[src/rtl/mem_access_stage_if.sv]
// Data-memory request/acknowledge bus between the MEM stage (master) and data memory (slave).
interface mem_access_stage_if #(
  parameter int DATA_W = 32
);
  logic                  req;
  logic                  we;
  logic [DATA_W-1:0]     addr;
  logic [DATA_W/8-1:0]   be;
  logic [DATA_W-1:0]     wdata;
  logic                  ack;
  logic [DATA_W-1:0]     rdata;

  modport master (output req, we, addr, be, wdata, input ack, rdata);
  modport slave  (input req, we, addr, be, wdata, output ack, rdata);
endinterface

[src/rtl/mem_access_stage.sv]
// MEM stage of the RISC-V Lite pipeline: sized loads/stores over a req/ack bus, branch redirect, stall.
// Optional request abort after TIMEOUT cycles when MEM_TIMEOUT_EN is defined.
module mem_access_stage #(
  parameter int DATA_W  = 32,
  parameter int TIMEOUT = 15
) (
  input  logic              clk,
  input  logic              rstn,
  input  logic              in_valid,
  input  logic              in_mem_read,
  input  logic              in_mem_write,
  input  logic [2:0]        in_funct3,
  input  logic [DATA_W-1:0] in_alu_res,
  input  logic [DATA_W-1:0] in_wdata,
  input  logic [4:0]        in_rd,
  input  logic              in_rd_eq0,
  input  logic              in_reg_write,
  input  logic              in_branch,
  input  logic              in_bit_branch,
  input  logic              in_jump,
  input  logic [DATA_W-1:0] in_pc_jump,
  output logic              stall_o,
  output logic              pc_src,
  output logic [DATA_W-1:0] pc_target,
  mem_access_stage_if.master dmem,
  output logic              out_valid,
  output logic [DATA_W-1:0] out_result,
  output logic [4:0]        out_rd,
  output logic              out_wb_en,
  output logic              misalign_err
);

  typedef enum logic {IDLE = 1'b0, REQ = 1'b1} state_t;
  state_t state_reg, state_next;

  logic              req_reg, req_next;
  logic              we_reg, we_next;
  logic [DATA_W-1:0] addr_reg, addr_next;
  logic [3:0]        be_reg, be_next;
  logic [DATA_W-1:0] wdata_reg, wdata_next;
  logic              out_valid_reg, out_valid_next;
  logic [DATA_W-1:0] out_result_reg, out_result_next;
  logic [4:0]        out_rd_reg, out_rd_next;
  logic              out_wb_en_reg, out_wb_en_next;
  logic              err_reg, err_next;
  logic [4:0]        rd_lat_reg, rd_lat_next;
  logic [2:0]        f3_lat_reg, f3_lat_next;
  logic [1:0]        off_lat_reg, off_lat_next;
  logic              wb_lat_reg, wb_lat_next;
  logic              load_lat_reg, load_lat_next;

  logic is_load, is_store, is_mem, f3_ok, misalign, legal_mem, wb_req;
  logic timeout_hit;
  logic [3:0]        be_calc;
  logic [DATA_W-1:0] wdata_rep;
  logic [DATA_W-1:0] lane_shift;
  logic [DATA_W-1:0] load_data;

  // A load wins when both read and write are flagged.
  assign is_load  = in_mem_read;
  assign is_store = in_mem_write & ~in_mem_read;
  assign is_mem   = is_load | is_store;
  assign wb_req   = in_reg_write & ~in_rd_eq0;

  always_comb begin
    f3_ok = 1'b0;
    case (in_funct3)
      3'b000, 3'b001, 3'b010: f3_ok = 1'b1;
      3'b100, 3'b101:         f3_ok = is_load;
      default:                f3_ok = 1'b0;
    endcase
  end

  assign misalign  = is_mem & (~f3_ok
                   | ((in_funct3[1:0] == 2'b01) & in_alu_res[0])
                   | ((in_funct3[1:0] == 2'b10) & (in_alu_res[1:0] != 2'b00)));
  assign legal_mem = is_mem & ~misalign;

  always_comb begin
    case (in_funct3[1:0])
      2'b00:   be_calc = 4'b0001 << in_alu_res[1:0];
      2'b01:   be_calc = 4'b0011 << {in_alu_res[1], 1'b0};
      default: be_calc = 4'b1111;
    endcase
  end

  for (genvar gi = 0; gi < 4; gi++) begin : g_lane
    assign wdata_rep[8*gi +: 8] = (in_funct3[1:0] == 2'b00) ? in_wdata[7:0] :
                                  (in_funct3[1:0] == 2'b01) ? in_wdata[8*(gi%2) +: 8] :
                                                              in_wdata[8*gi +: 8];
  end

  assign lane_shift = dmem.rdata >> {off_lat_reg, 3'b000};

  always_comb begin
    case (f3_lat_reg)
      3'b000:  load_data = {{(DATA_W-8){lane_shift[7]}}, lane_shift[7:0]};
      3'b100:  load_data = {{(DATA_W-8){1'b0}}, lane_shift[7:0]};
      3'b001:  load_data = {{(DATA_W-16){lane_shift[15]}}, lane_shift[15:0]};
      3'b101:  load_data = {{(DATA_W-16){1'b0}}, lane_shift[15:0]};
      default: load_data = dmem.rdata;
    endcase
  end

`ifdef MEM_TIMEOUT_EN
  localparam int TO_W = $clog2(TIMEOUT + 1);
  logic [TO_W-1:0] to_cnt_reg, to_cnt_next;

  // Abort on the cycle whose increment would bring the count to TIMEOUT.
  assign timeout_hit = (state_reg == REQ) & ~dmem.ack & (to_cnt_reg == TO_W'(TIMEOUT - 1));

  always_comb begin
    to_cnt_next = to_cnt_reg;
    if (state_reg == IDLE && in_valid)
      to_cnt_next = '0;
    else if (state_reg == REQ && !dmem.ack)
      to_cnt_next = to_cnt_reg + 1'b1;
  end

  always_ff @(posedge clk) begin
    if (!rstn) to_cnt_reg <= '0;
    else       to_cnt_reg <= to_cnt_next;
  end
`else
  logic [31:0] unused_timeout;
  assign unused_timeout = TIMEOUT;
  assign timeout_hit    = 1'b0;
`endif

  // Stall drops in the ack/abort cycle so upstream advances on the completing edge.
  assign stall_o   = ((state_reg == IDLE) & in_valid & legal_mem)
                   | ((state_reg == REQ) & ~dmem.ack & ~timeout_hit);
  assign pc_src    = in_valid & ((in_branch & in_bit_branch) | in_jump) & ~stall_o;
  assign pc_target = in_pc_jump;

  always_comb begin
    state_next      = state_reg;
    req_next        = req_reg;
    we_next         = we_reg;
    addr_next       = addr_reg;
    be_next         = be_reg;
    wdata_next      = wdata_reg;
    out_valid_next  = 1'b0;
    out_result_next = out_result_reg;
    out_rd_next     = out_rd_reg;
    out_wb_en_next  = out_wb_en_reg;
    err_next        = 1'b0;
    rd_lat_next     = rd_lat_reg;
    f3_lat_next     = f3_lat_reg;
    off_lat_next    = off_lat_reg;
    wb_lat_next     = wb_lat_reg;
    load_lat_next   = load_lat_reg;
    case (state_reg)
      IDLE: begin
        if (in_valid) begin
          if (legal_mem) begin
            state_next    = REQ;
            req_next      = 1'b1;
            we_next       = is_store;
            addr_next     = {in_alu_res[DATA_W-1:2], 2'b00};
            be_next       = be_calc;
            wdata_next    = wdata_rep;
            rd_lat_next   = in_rd;
            f3_lat_next   = in_funct3;
            off_lat_next  = in_alu_res[1:0];
            wb_lat_next   = is_load & wb_req;
            load_lat_next = is_load;
          end else begin
            out_valid_next  = 1'b1;
            out_result_next = in_alu_res;
            out_rd_next     = in_rd;
            out_wb_en_next  = wb_req & ~misalign;
            err_next        = misalign;
          end
        end
      end
      REQ: begin
        if (dmem.ack) begin
          state_next      = IDLE;
          req_next        = 1'b0;
          we_next         = 1'b0;
          out_valid_next  = 1'b1;
          out_rd_next     = rd_lat_reg;
          out_wb_en_next  = wb_lat_reg;
          out_result_next = load_lat_reg ? load_data : {addr_reg[DATA_W-1:2], off_lat_reg};
        end else if (timeout_hit) begin
          state_next     = IDLE;
          req_next       = 1'b0;
          we_next        = 1'b0;
          out_valid_next = 1'b1;
          out_rd_next    = rd_lat_reg;
          out_wb_en_next = 1'b0;
          err_next       = 1'b1;
        end
      end
      default: state_next = IDLE;
    endcase
  end

  always_ff @(posedge clk) begin
    if (!rstn) begin
      state_reg      <= IDLE;
      req_reg        <= 1'b0;
      we_reg         <= 1'b0;
      addr_reg       <= '0;
      be_reg         <= '0;
      wdata_reg      <= '0;
      out_valid_reg  <= 1'b0;
      out_result_reg <= '0;
      out_rd_reg     <= '0;
      out_wb_en_reg  <= 1'b0;
      err_reg        <= 1'b0;
      rd_lat_reg     <= '0;
      f3_lat_reg     <= '0;
      off_lat_reg    <= '0;
      wb_lat_reg     <= 1'b0;
      load_lat_reg   <= 1'b0;
    end else begin
      state_reg      <= state_next;
      req_reg        <= req_next;
      we_reg         <= we_next;
      addr_reg       <= addr_next;
      be_reg         <= be_next;
      wdata_reg      <= wdata_next;
      out_valid_reg  <= out_valid_next;
      out_result_reg <= out_result_next;
      out_rd_reg     <= out_rd_next;
      out_wb_en_reg  <= out_wb_en_next;
      err_reg        <= err_next;
      rd_lat_reg     <= rd_lat_next;
      f3_lat_reg     <= f3_lat_next;
      off_lat_reg    <= off_lat_next;
      wb_lat_reg     <= wb_lat_next;
      load_lat_reg   <= load_lat_next;
    end
  end

  assign dmem.req     = req_reg;
  assign dmem.we      = we_reg;
  assign dmem.addr    = addr_reg;
  assign dmem.be      = be_reg;
  assign dmem.wdata   = wdata_reg;
  assign out_valid    = out_valid_reg;
  assign out_result   = out_result_reg;
  assign out_rd       = out_rd_reg;
  assign out_wb_en    = out_wb_en_reg;
  assign misalign_err = err_reg;

endmodule
[src/flat_wrapper.sv]
// flat-port wrapper written by rule: the top's interface ports become plain ports
module mem_access_stage_flat 
#(
  parameter int DATA_W  = 32,
  parameter int TIMEOUT = 15
)
  (clk, rstn, in_valid, in_mem_read, in_mem_write, in_funct3, in_alu_res, in_wdata, in_rd, in_rd_eq0, in_reg_write, in_branch, in_bit_branch, in_jump, in_pc_jump, stall_o, pc_src, pc_target, out_valid, out_result, out_rd, out_wb_en, misalign_err, dmem_req, dmem_we, dmem_addr, dmem_be, dmem_wdata, dmem_ack, dmem_rdata);
  mem_access_stage_if #(.DATA_W(DATA_W)) dmem_i ();
  input  logic clk;
  input  logic rstn;
  input  logic in_valid;
  input  logic in_mem_read;
  input  logic in_mem_write;
  input  logic [2:0] in_funct3;
  input  logic [DATA_W-1:0] in_alu_res;
  input  logic [DATA_W-1:0] in_wdata;
  input  logic [4:0] in_rd;
  input  logic in_rd_eq0;
  input  logic in_reg_write;
  input  logic in_branch;
  input  logic in_bit_branch;
  input  logic in_jump;
  input  logic [DATA_W-1:0] in_pc_jump;
  output logic stall_o;
  output logic pc_src;
  output logic [DATA_W-1:0] pc_target;
  output logic out_valid;
  output logic [DATA_W-1:0] out_result;
  output logic [4:0] out_rd;
  output logic out_wb_en;
  output logic misalign_err;
  output wire logic [$bits(dmem_i.req)-1:0] dmem_req;
  output wire logic [$bits(dmem_i.we)-1:0] dmem_we;
  output wire logic [$bits(dmem_i.addr)-1:0] dmem_addr;
  output wire logic [$bits(dmem_i.be)-1:0] dmem_be;
  output wire logic [$bits(dmem_i.wdata)-1:0] dmem_wdata;
  input wire logic [$bits(dmem_i.ack)-1:0] dmem_ack;
  input wire logic [$bits(dmem_i.rdata)-1:0] dmem_rdata;
  assign dmem_req = dmem_i.req;
  assign dmem_we = dmem_i.we;
  assign dmem_addr = dmem_i.addr;
  assign dmem_be = dmem_i.be;
  assign dmem_wdata = dmem_i.wdata;
  assign dmem_i.ack = dmem_ack;
  assign dmem_i.rdata = dmem_rdata;
  mem_access_stage #(.DATA_W(DATA_W), .TIMEOUT(TIMEOUT)) u_core (.clk(clk), .rstn(rstn), .in_valid(in_valid), .in_mem_read(in_mem_read), .in_mem_write(in_mem_write), .in_funct3(in_funct3), .in_alu_res(in_alu_res), .in_wdata(in_wdata), .in_rd(in_rd), .in_rd_eq0(in_rd_eq0), .in_reg_write(in_reg_write), .in_branch(in_branch), .in_bit_branch(in_bit_branch), .in_jump(in_jump), .in_pc_jump(in_pc_jump), .stall_o(stall_o), .pc_src(pc_src), .pc_target(pc_target), .dmem(dmem_i), .out_valid(out_valid), .out_result(out_result), .out_rd(out_rd), .out_wb_en(out_wb_en), .misalign_err(misalign_err));
endmodule
[config.mk]
export PLATFORM = sky130hd
export DESIGN_NAME = mem_access_stage_flat
export DESIGN_NICKNAME = d
export VERILOG_FILES = /design/src/rtl/mem_access_stage_if.sv /design/src/rtl/mem_access_stage.sv /design/src/flat_wrapper.sv
export SDC_FILE = /design/constraint.sdc
export NUM_CORES = 1
export LEC_CHECK = 0
export BUFFER_PORTS_ARGS = -buffer_cell sky130_fd_sc_hd__buf_2
export CAP_MARGIN = 40
export CORE_MARGIN = 2
export CORE_UTILIZATION = 40
export DETAILED_ROUTE_END_ITERATION = 8
export MAX_ROUTING_LAYER = met4
export PLACE_DENSITY = 0.8
export SYNTH_ARGS = -nofsm -noshare
export SYNTH_HDL_FRONTEND = slang
export SYNTH_SLANG_ARGS = --single-unit
[constraint.sdc]
create_clock -name clk -period 4.3 [get_ports clk]
set_input_delay 0.645 -clock clk [delete_from_list [all_inputs] [get_ports clk]]
set_output_delay 0.645 -clock clk [all_outputs]
set_load 0.03 [all_outputs]
Word-level counts from Yosys, hierarchy flattened
Index checks and enable logic that the tools add are counted.
Word-level totals
  word-level logic and storage cells: 106
  bits in writable memories: 0
  bits in latches: 0
  memories: 0
  register bits after elaboration: 121
  memory bits (read-only): 0
Cells by class
  reductions and logical operators: 9
  bitwise gates (word level): 26
  divide/modulo/power cells: 0
  order comparisons: 0
  equality and inequality tests: 13
  shift operators: 3
  $add $sub $neg: 0
  muxes and demuxes: 39
  multiply operators: 0
Operators with widths (number)
  $mux 32: 4
  $pmux 32 s4: 1
  $pmux 32 s2: 1
  $mux 8: 5
  $shr 32x5->16: 1
  $mux 1: 16
  $mux 5: 3
  $and 1x1->1: 14
  $pmux 1 s2: 7
  $eq 3x3->1 const B: 4
  $pmux 5 s2: 1
  $reduce_and 3->1: 3
  $pmux 4 s2: 1
  $not 1->1: 7
  $eq 3x1->1 const B: 2
  $logic_not 3->1: 2
  $ne 2x2->1 const B: 3
  $or 1x1->1: 5
  $shl 1x2->4 const A: 1
  $shl 2x2->4 const A: 1
  $eq 3x2->1 const B: 1
  $reduce_or 3->1: 1
  $eq 2x1->1 const B: 1
  $eq 2x2->1 const B: 1
  other kinds (4): 4

Logic depth before layout (Yosys ltp)
Gate-level depths: netlist of the first run.
  depth in word-level cells: 13
  depth in mapped cells: 9

Least setup slack after synthesis of the first run
Ideal clock, no wire load.
  path kind: input to output
  from: input in_funct3[1]
  to: output pc_src
  data required time: 3.655 ns
  path slack: 1.103 ns
  stages on the path: 6
  arrival time: 2.552 ns
  cell sequence: buf_2 a21o_1 nor2_1 o21ai_2 o21ai_0 nor3b_1
Between the ends
  cells in the longest elaborated chain, start to end: 13
  elaborated cells on any way between the ends: 22
  those cells by class: eq/ne: 6; mux: 1; bitwise: 12; reduce/logical: 3
RTL lines
  start: declaration: RTL line flat_wrapper.sv:14  | input logic [2:0] in_funct3;
  $eq 3x1->1 (tied with other cells): RTL line mem_access_stage.sv:67  | case (in_funct3)
  $reduce_or 3->1 / $reduce_or 2->1 (equally long branches): RTL line mem_access_stage.sv:67
  $pmux 1 s2: RTL line mem_access_stage.sv:67
  $not 1->1: RTL line mem_access_stage.sv:74  | assign misalign = is_mem & (~f3_ok
  $or 1x1->1: RTL line mem_access_stage.sv:75  | | ((in_funct3[1:0] == 2'b01) & in_alu_res[0])
  $or 1x1->1 *: RTL line mem_access_stage.sv:76  | | ((in_funct3[1:0] == 2'b10) & (in_alu_res[1:0] != 2'b00)));
  $and 1x1->1 *: RTL line mem_access_stage.sv:74
  $not 1->1 *: RTL line mem_access_stage.sv:77  | assign legal_mem = is_mem & ~misalign;
  $and 1x1->1 *: RTL line mem_access_stage.sv:77
  $and 1x1->1 *: RTL line mem_access_stage.sv:131  | assign stall_o = ((state_reg == IDLE) & in_valid & legal_mem)
  $or 1x1->1 *: RTL line mem_access_stage.sv:132  | | ((state_reg == REQ) & ~dmem.ack & ~timeout_hit);
  via stall_o: RTL line flat_wrapper.sv:24  | output logic stall_o;
  $not 1->1 *: RTL line mem_access_stage.sv:133  | assign pc_src = in_valid & ((in_branch & in_bit_branch) | in_jump) & ~stall_o;
  $and 1x1->1 *: RTL line mem_access_stage.sv:133
  end: declaration: RTL line flat_wrapper.sv:25  | output logic pc_src;
Mark *: on every way through the listed nets, which the timed path passes. The rest lies on a longest branch.

Final worst setup path of the first run
  from: register u_core.state_reg
  to: output pc_src
Between the ends
  cells in the longest elaborated chain, start to end: 6
  elaborated cells on any way between the ends: 7
  those cells by class: bitwise: 7
RTL lines
  start: declaration: RTL line mem_access_stage.sv:34  | state_t state_reg, state_next;
  start signal: assignment: RTL line mem_access_stage.sv:219  | state_reg <= state_next;
  $not 1->1 (no line)
  $and 1x1->1 (2 in a row): RTL line mem_access_stage.sv:131
  $or 1x1->1 *: RTL line mem_access_stage.sv:132
  $not 1->1 *: RTL line mem_access_stage.sv:133
  $and 1x1->1 *: RTL line mem_access_stage.sv:133
Mark *: on every way between the ends. The rest lies on a longest branch, timed or not.

==> summary.txt, run 1 <==
Worst setup path
  – Element type at the critical path end: output pin
  – Highest-delay cell along the critical path: dfxtp_1
  – Crit Path Class: reg -> out
  – Arrival time at the worst endpoint: 2350 ps
  – CP Launch Type: flip-flop
  – Worst path max stage delay: 520 ps
  – Worst Path Max Fanout: 34
  – Cell mode on critical path: nor2b_1
  – Data required, critical path: 3650 ps
  – Buffers & Inverters on Critical Path: 2
  – CP delay by family, top: buffers and inverters
  – CP cell instances: buf_4, nor2b_1, nor2b_1, o21ai_4, o21ai_0, nor3b_1, buf_2

Clock network
  – Clk_lat worst skew: 420 ps
  – CTS tree: done
  – # hold bufs at CTS: 0
  – TritonCTS Sinks: 121
  – Post-CTS setup buffers: 0
  – Clk buf depth: 2
  – Root Driver: clkbuf_16
  – CTS resizes: 0
  – Clock transition at path regs: 50 ps
  – CTS Buf Count: 17
  – H-tree depth: 4

Logic synthesis
  – Synth unique cells: 56
  – Main flop type after synthesis: dfxtp_1
  – Post-synthesis sequential area ratio: 0.396
  – Yosys Warn Count: 0
  – Yosys top cell area share: 0.396
  – Mean post-synth cell area: 7.65 sq um
  – Share of flip-flops with an asynchronous set or reset: 0
  – Cell type with the highest aggregate area in the netlist: dfxtp_1
  – Seq cells post-synth: 121
  – EDFF count, synth: 0
  – Synthesized cell area: 6120 sq um
  – Top post-synthesis cells by area: dfxtp_1 40%, nand2_1 10%, a21oi_1 8.3%
  – Post-Synthesis Cells: 800

Floorplanning
  – FP Rows: 45
  – Initial Util: 0.406
  – Die span in y: 128 um
  – # IOs: 291
  – Die area: 16300 sq um
  – Die X: 128 um
  – Core area: 15100 sq um

Global routing
  – Combined global-route utilization of all metal layers: 0.249
  – Remaining Overflow, GRT: 0
  – Initial antenna violation count: 1
  – Largest net degree at the start of global routing: 63
  – Vias in the first global route: 5841
  – First-pass GRT wire length: 30900 um

Detailed routing
  – Vias: 6361
  – Antenna Violating Nets Remaining: 0
  – Avg WL per Cell: 17.4 um
  – Final WL: 20200 um
  – Initial drt markers: 515
  – Drt pass-1 iters: 5
  – Vias per inst: 5.47
  – Residual DRC: 0

Timing
  – Setup Viol. Count Final: 0
  – F_max: 0.334 GHz
  – TNS Setup: 0 ps
  – Final hold vios: 0
  – Final Slew Violations: 0
  – Pin slew with the least headroom to its limit: 885 ps
  – RSZ-0062 raised after global routing: false
  – Fin Clk Skew: 9.73 ps
  – Post-route clock period utilization: 0.696
  – Worst-case headroom to the max-slew limit: 0.409
  – Fin crit period: 2990 ps

Pwr
  – Peak supply drop: 0.000247 V
  – Internal: 0.00231 W
  – Logic pwr share: 0.181
  – Sw power: 0.000980 W
  – LEAKAGE: 3.26 nW
  – PD cells: 430 nW/um^2
  – Sw Share: 0.298
  – Clk pwr share: 0.442
  – Seq pwr share: 0.377
  – Power Total: 0.00329 W

Finish
  – Commonest non-fill, non-tap cell in the layout: buf_2
  – Multi-input gate area: 3090 sq um
  – Area growth syn-to-layout: 25.1%
  – Share of layout cells above drive strength 1: 0.293
  – Nets: 1107
  – Final-layout fill cell count: 1476
  – Commonest cells after routing, fill and taps aside: 224 x buf_2, 169 x nand2_1, 121 x dfxtp_1
  – Fin util: 0.508
  – Register area: 2420 sq um
  – Final Cell Area: 7660 sq um

Place
  – DP Area: 7060 sq um
  – IO buf count: 224
  – Post-DP HPWL: 14200 um
  – Placer Congestion: 0.915

Status
  – Status: completed

Worst hold path
  – Worst min path class: reg -> reg

Run
  – Max cap viols: 0
per-layer routing:
metal	up-vias	part of all wire	global-route usage
met5	-	0	-
met4	0	0.029	0.101
met3	46	0.090	0.0664
met2	322	0.47	0.385
met1	2921	0.41	0.309
li1	3072	-	-
power groups by stage:
| stage | registers [W] | logic (W) | clock network [W] |
|---|---|---|---|
| floorplan | 0.00139 | 0.000308 | 0 |
| global placement | 0.00126 | 0.000583 | 0 |
| detailed placement | 0.00126 | 0.000592 | 0 |
| CTS | 0.00124 | 0.000595 | 0.00147 |
| global route | 0.00125 | 0.000642 | 0.00152 |
| finish | 0.00124 | 0.000596 | 0.00145 |
final timing paths:
path | startpoint | end | slack [ps] | cells after the start
worst max-delay path | u_core.state_reg | pc_src | 1310 | 7
worst min register to register | u_core.out_result[11] | u_core.out_result[11] | 450 | 2
worst max register to register | u_core.state_reg | u_core.dmem.addr[22] | 1690 | 7
worst min-delay path | u_core.out_result[11] | u_core.out_result[11] | 450 | 2
area by class of cell:
class | instances | area share
multi-input combinational | 564 | 0.404
clock buffer | 21 | 0.0588
timing repair buffer | 234 | 0.160
antenna | 1 | 0.000327
inverter | 22 | 0.0108
clock inverter | 11 | 0.0191
sequential | 121 | 0.316
tap | 188 | 0.0307
Yosys cell counts, drive strengths merged (6+ instances only):
| cell | count |
|---|---|
| o211ai | 14 |
| nand2 | 169 |
| dfxtp | 121 |
| a211oi | 16 |
| inv | 21 |
| nor3 | 6 |
| a31oi | 12 |
| buf | 58 |
| mux2i | 29 |
| a21oi | 102 |
| o22ai | 6 |
| nor2b | 6 |
| clkbuf | 36 |
| a311oi | 9 |
| o21ai | 69 |
| a21o | 17 |
| nor2 | 64 |
logic make-up (layout without fill, tap and decap cells):
group | count (synthesis) | after routing | synth area share
other | 1 | 3 | 0.000613
muxes | 31 | 31 | 0.0530
AOI/OAI and AO/OA | 267 | 267 | 0.271
DFF | 121 | 121 | 0.396
buffers and inverters | 116 | 288 | 0.102
and+or+nand+nor | 264 | 264 | 0.177
worst register-to-register path, stage by stage (launching register included):
cell,delay [ps]
dfxtp_1,410
buf_4,300
nor2b_1,250
nor2b_1,370
o21a_4,620
buf_12,340
nand2_1,110
a21oi_1,150
per-stage QoR:
step / hold slack (ps) / cells / setup WS, ps
3_5_place_dp: 439 / 1129 / 1590
5_1_grt: 471 / 1162 / 1160
3_3_place_gp: 442 / 1127 / 1600
2_1_floorplan: 432 / 801 / 1100
4_1_cts: 446 / 1161 / 1290
6_report: 447 / 1162 / 1310
No activity file was read; power rests on OpenSTA's default activity.
==> inputs of run 2 (changes only) <==
--- a/config.mk
+++ b/config.mk
@@ -11,7 +11,7 @@
 export CORE_UTILIZATION = 40
 export DETAILED_ROUTE_END_ITERATION = 8
 export MAX_ROUTING_LAYER = met4
-export PLACE_DENSITY = 0.8
+export PLACE_DENSITY = 0.82
 export SYNTH_ARGS = -nofsm -noshare
 export SYNTH_HDL_FRONTEND = slang
 export SYNTH_SLANG_ARGS = --single-unit
==> constraint.sdc (replaced) <==
create_clock -name clk -period 2.7 [get_ports clk]
set_input_delay 0.405 -clock clk [delete_from_list [all_inputs] [get_ports clk]]
set_output_delay 0.405 -clock clk [all_outputs]
set_load 0.03 [all_outputs]
==> summary.txt, run 2 (synthesized netlist as in run 1, its figures left out) <==
Run
  – Max cap viols: 0 (unchanged)

Detailed routing
  – Drt pass-1 iters: 5 (unchanged)
  – Initial drt markers: 619 (+20%)
  – Residual DRC: 0 (unchanged)
  – Antenna Violating Nets Remaining: 0 (unchanged)
  – Vias: 6400 (+0.61%)
  – Avg WL per Cell: 17.2 um (-0.92%)
  – Vias per inst: 5.47 (-0.16%)
  – Final WL: 20100 um (-0.15%)

Worst setup path
  – Arrival time at the worst endpoint: 2000 ps (-350 ps)
  – Data required, critical path: 2300 ps (-1350 ps)
  – CP Launch Type: flip-flop
  – Element type at the critical path end: output pin
  – Crit Path Class: reg -> out
  – Worst Path Max Fanout: 38 (+12%)

Clock network
  – Clk_lat worst skew: 410 ps (about the same)
  – CTS resizes: 0 (unchanged)
  – Root Driver: clkbuf_16
  – H-tree depth: 4 (unchanged)
  – TritonCTS Sinks: 121 (unchanged)
  – CTS Buf Count: 17 (unchanged)
  – Post-CTS setup buffers: 0 (unchanged)
  – # hold bufs at CTS: 0 (unchanged)
  – Clock transition at path regs: 50 ps (about the same)
  – CTS tree: done
  – Clk buf depth: 2 (unchanged)

Worst hold path
  – Worst min path class: in -> reg

Timing
  – RSZ-0062 raised after global routing: false
  – Fin Clk Skew: 5.98 ps (-3.75 ps)
  – Worst-case headroom to the max-slew limit: 0.515 (+0.106)
  – Fin crit period: 2410 ps
  – Final Slew Violations: 0 (unchanged)
  – TNS Setup: 0 ps (unchanged)
  – Final hold vios: 0 (unchanged)
  – Pin slew with the least headroom to its limit: 724 ps (-161 ps)
  – Post-route clock period utilization: 0.891
  – Setup ws final: 293 ps (-1010 ps)
  – F_max: 0.416 GHz
  – Setup Viol. Count Final: 0 (unchanged)

Place
  – Post-DP HPWL: 14300 um (+1.1%)
  – IO buf count: 224 (unchanged)
  – Placement Setup Slack: 433 ps (-1160 ps)
  – Cells after DPL: 1139 (+0.89%)
  – Placer Congestion: 0.924 (+0.93%)

Finish
  – Commonest non-fill, non-tap cell in the layout: buf_2
  – Area growth syn-to-layout: 26.6%
  – Share of layout cells above drive strength 1: 0.302 (+0.00923)
  – Commonest cells after routing, fill and taps aside: 224 x buf_2, 169 x nand2_1, 121 x dfxtp_1
  – Post-Layout Cell Count: 1171 (+0.77%)
  – Final-layout fill cell count: 1441 (-2.4%)
  – Nets: 1117 (+0.90%)
  – Antenna diodes: 0 (-1)

Global routing
  – Remaining Overflow, GRT: 0 (unchanged)
  – Combined global-route utilization of all metal layers: 0.248 (-0.000663)
  – GR Util met1: 0.317 (+0.00813)
  – Initial antenna violation count: 0 (-1)
  – Most Used Layer, Global Route: met2
  – Vias in the first global route: 5677 (-2.8%)
  – Routing usage on met2: 0.387 (+0.00189)
  – Met3 Use GR: 0.0605 (-0.00584)
  – First-pass GRT wire length: 30800 um (-0.33%)
  – Largest net degree at the start of global routing: 52 (-17%)

Status
  – Status: completed

Pwr
  – PD cells: 692 nW/um^2 (+61%)
  – Logic pwr share: 0.180 (about the same)
  – Power Total: 0.00536 W (+63%)
  – Sw Share: 0.289 (-0.00831)
  – Clk pwr share: 0.452 (+0.010)
  – Seq pwr share: 0.368 (-0.009)
  – LEAKAGE: 3.33 nW (+2.1%)
  – Peak supply drop: 0.000440 V (+78%)
  – Internal: 0.00381 W (+65%)
  – Sw power: 0.00155 W (+58%)

Floorplanning
  – FP Rows: 45 (unchanged)
  – Die area: 16300 sq um (unchanged)
  – Die span in y: 128 um (unchanged)
  – Core area: 15100 sq um (unchanged)
  – Initial Util: 0.406 (unchanged)
  – Die X: 128 um (unchanged)
  – # IOs: 291 (unchanged)
## run 2: worst max-delay path, cell delays in order, from the launching register on
cell     delay [ps]
dfxtp_1         330
buf_4           400
inv_1           260
o21ai_1         330
buf_2           260
## run 2: power by group through the flow
| stage | sequential, W | combinational (W) | clock (W) |
|---|---|---|---|
| 6_report | 0.00197 | 0.000964 | 0.00242 |
| 3_3_place_gp | 0.00201 | 0.000947 | 0 |
| 2_1_floorplan | 0.00222 | 0.000492 | 0 |
| 5_1_grt | 0.00198 | 0.00104 | 0.00255 |
| 4_1_cts | 0.00197 | 0.000961 | 0.00245 |
| 3_5_place_dp | 0.00201 | 0.000957 | 0 |
## run 2: metal layers
layer | share of wire | wire length, um
met1 | 0.42 | 8430
met2 | 0.48 | 9610
met3 | 0.085 | 1720
met4 | 0.019 | 385
met5 | 0 | 0
## run 2: per-stage QoR
step                       util  hold WS (ps)  instance area, sq um
final                     0.514           245                  7750
after global routing      0.514           231                  7750
after CTS                 0.514           229                  7750
after detailed placement  0.472           438                  7120
after global placement    0.472           433                  7120
after floorplan               -           432                  6130
## run 2: cell type report
cell class / count / area (sq um) / share of cell area
multi-input combinational: 564 / 3100 / 0.399
tap: 188 / 235 / 0.0304
sequential: 121 / 2420 / 0.313
inverter: 22 / 82.6 / 0.0107
clock inverter: 11 / 170 / 0.0220
clock buffer: 21 / 460 / 0.0594
timing repair buffer: 244 / 1280 / 0.166
## run 2: final timing paths
kind | startpoint | endpoint | slack (ps) | cells after the start
min reg2reg | u_core.out_result[11] | u_core.out_result[11] | 440 | 2
max reg2reg | u_core.f3_lat_reg[1] | u_core.out_result[14] | 520 | 4
min | in_alu_res[25] | u_core.dmem.addr[25] | 250 | 3
max | u_core.state_reg | stall_o | 290 | 4
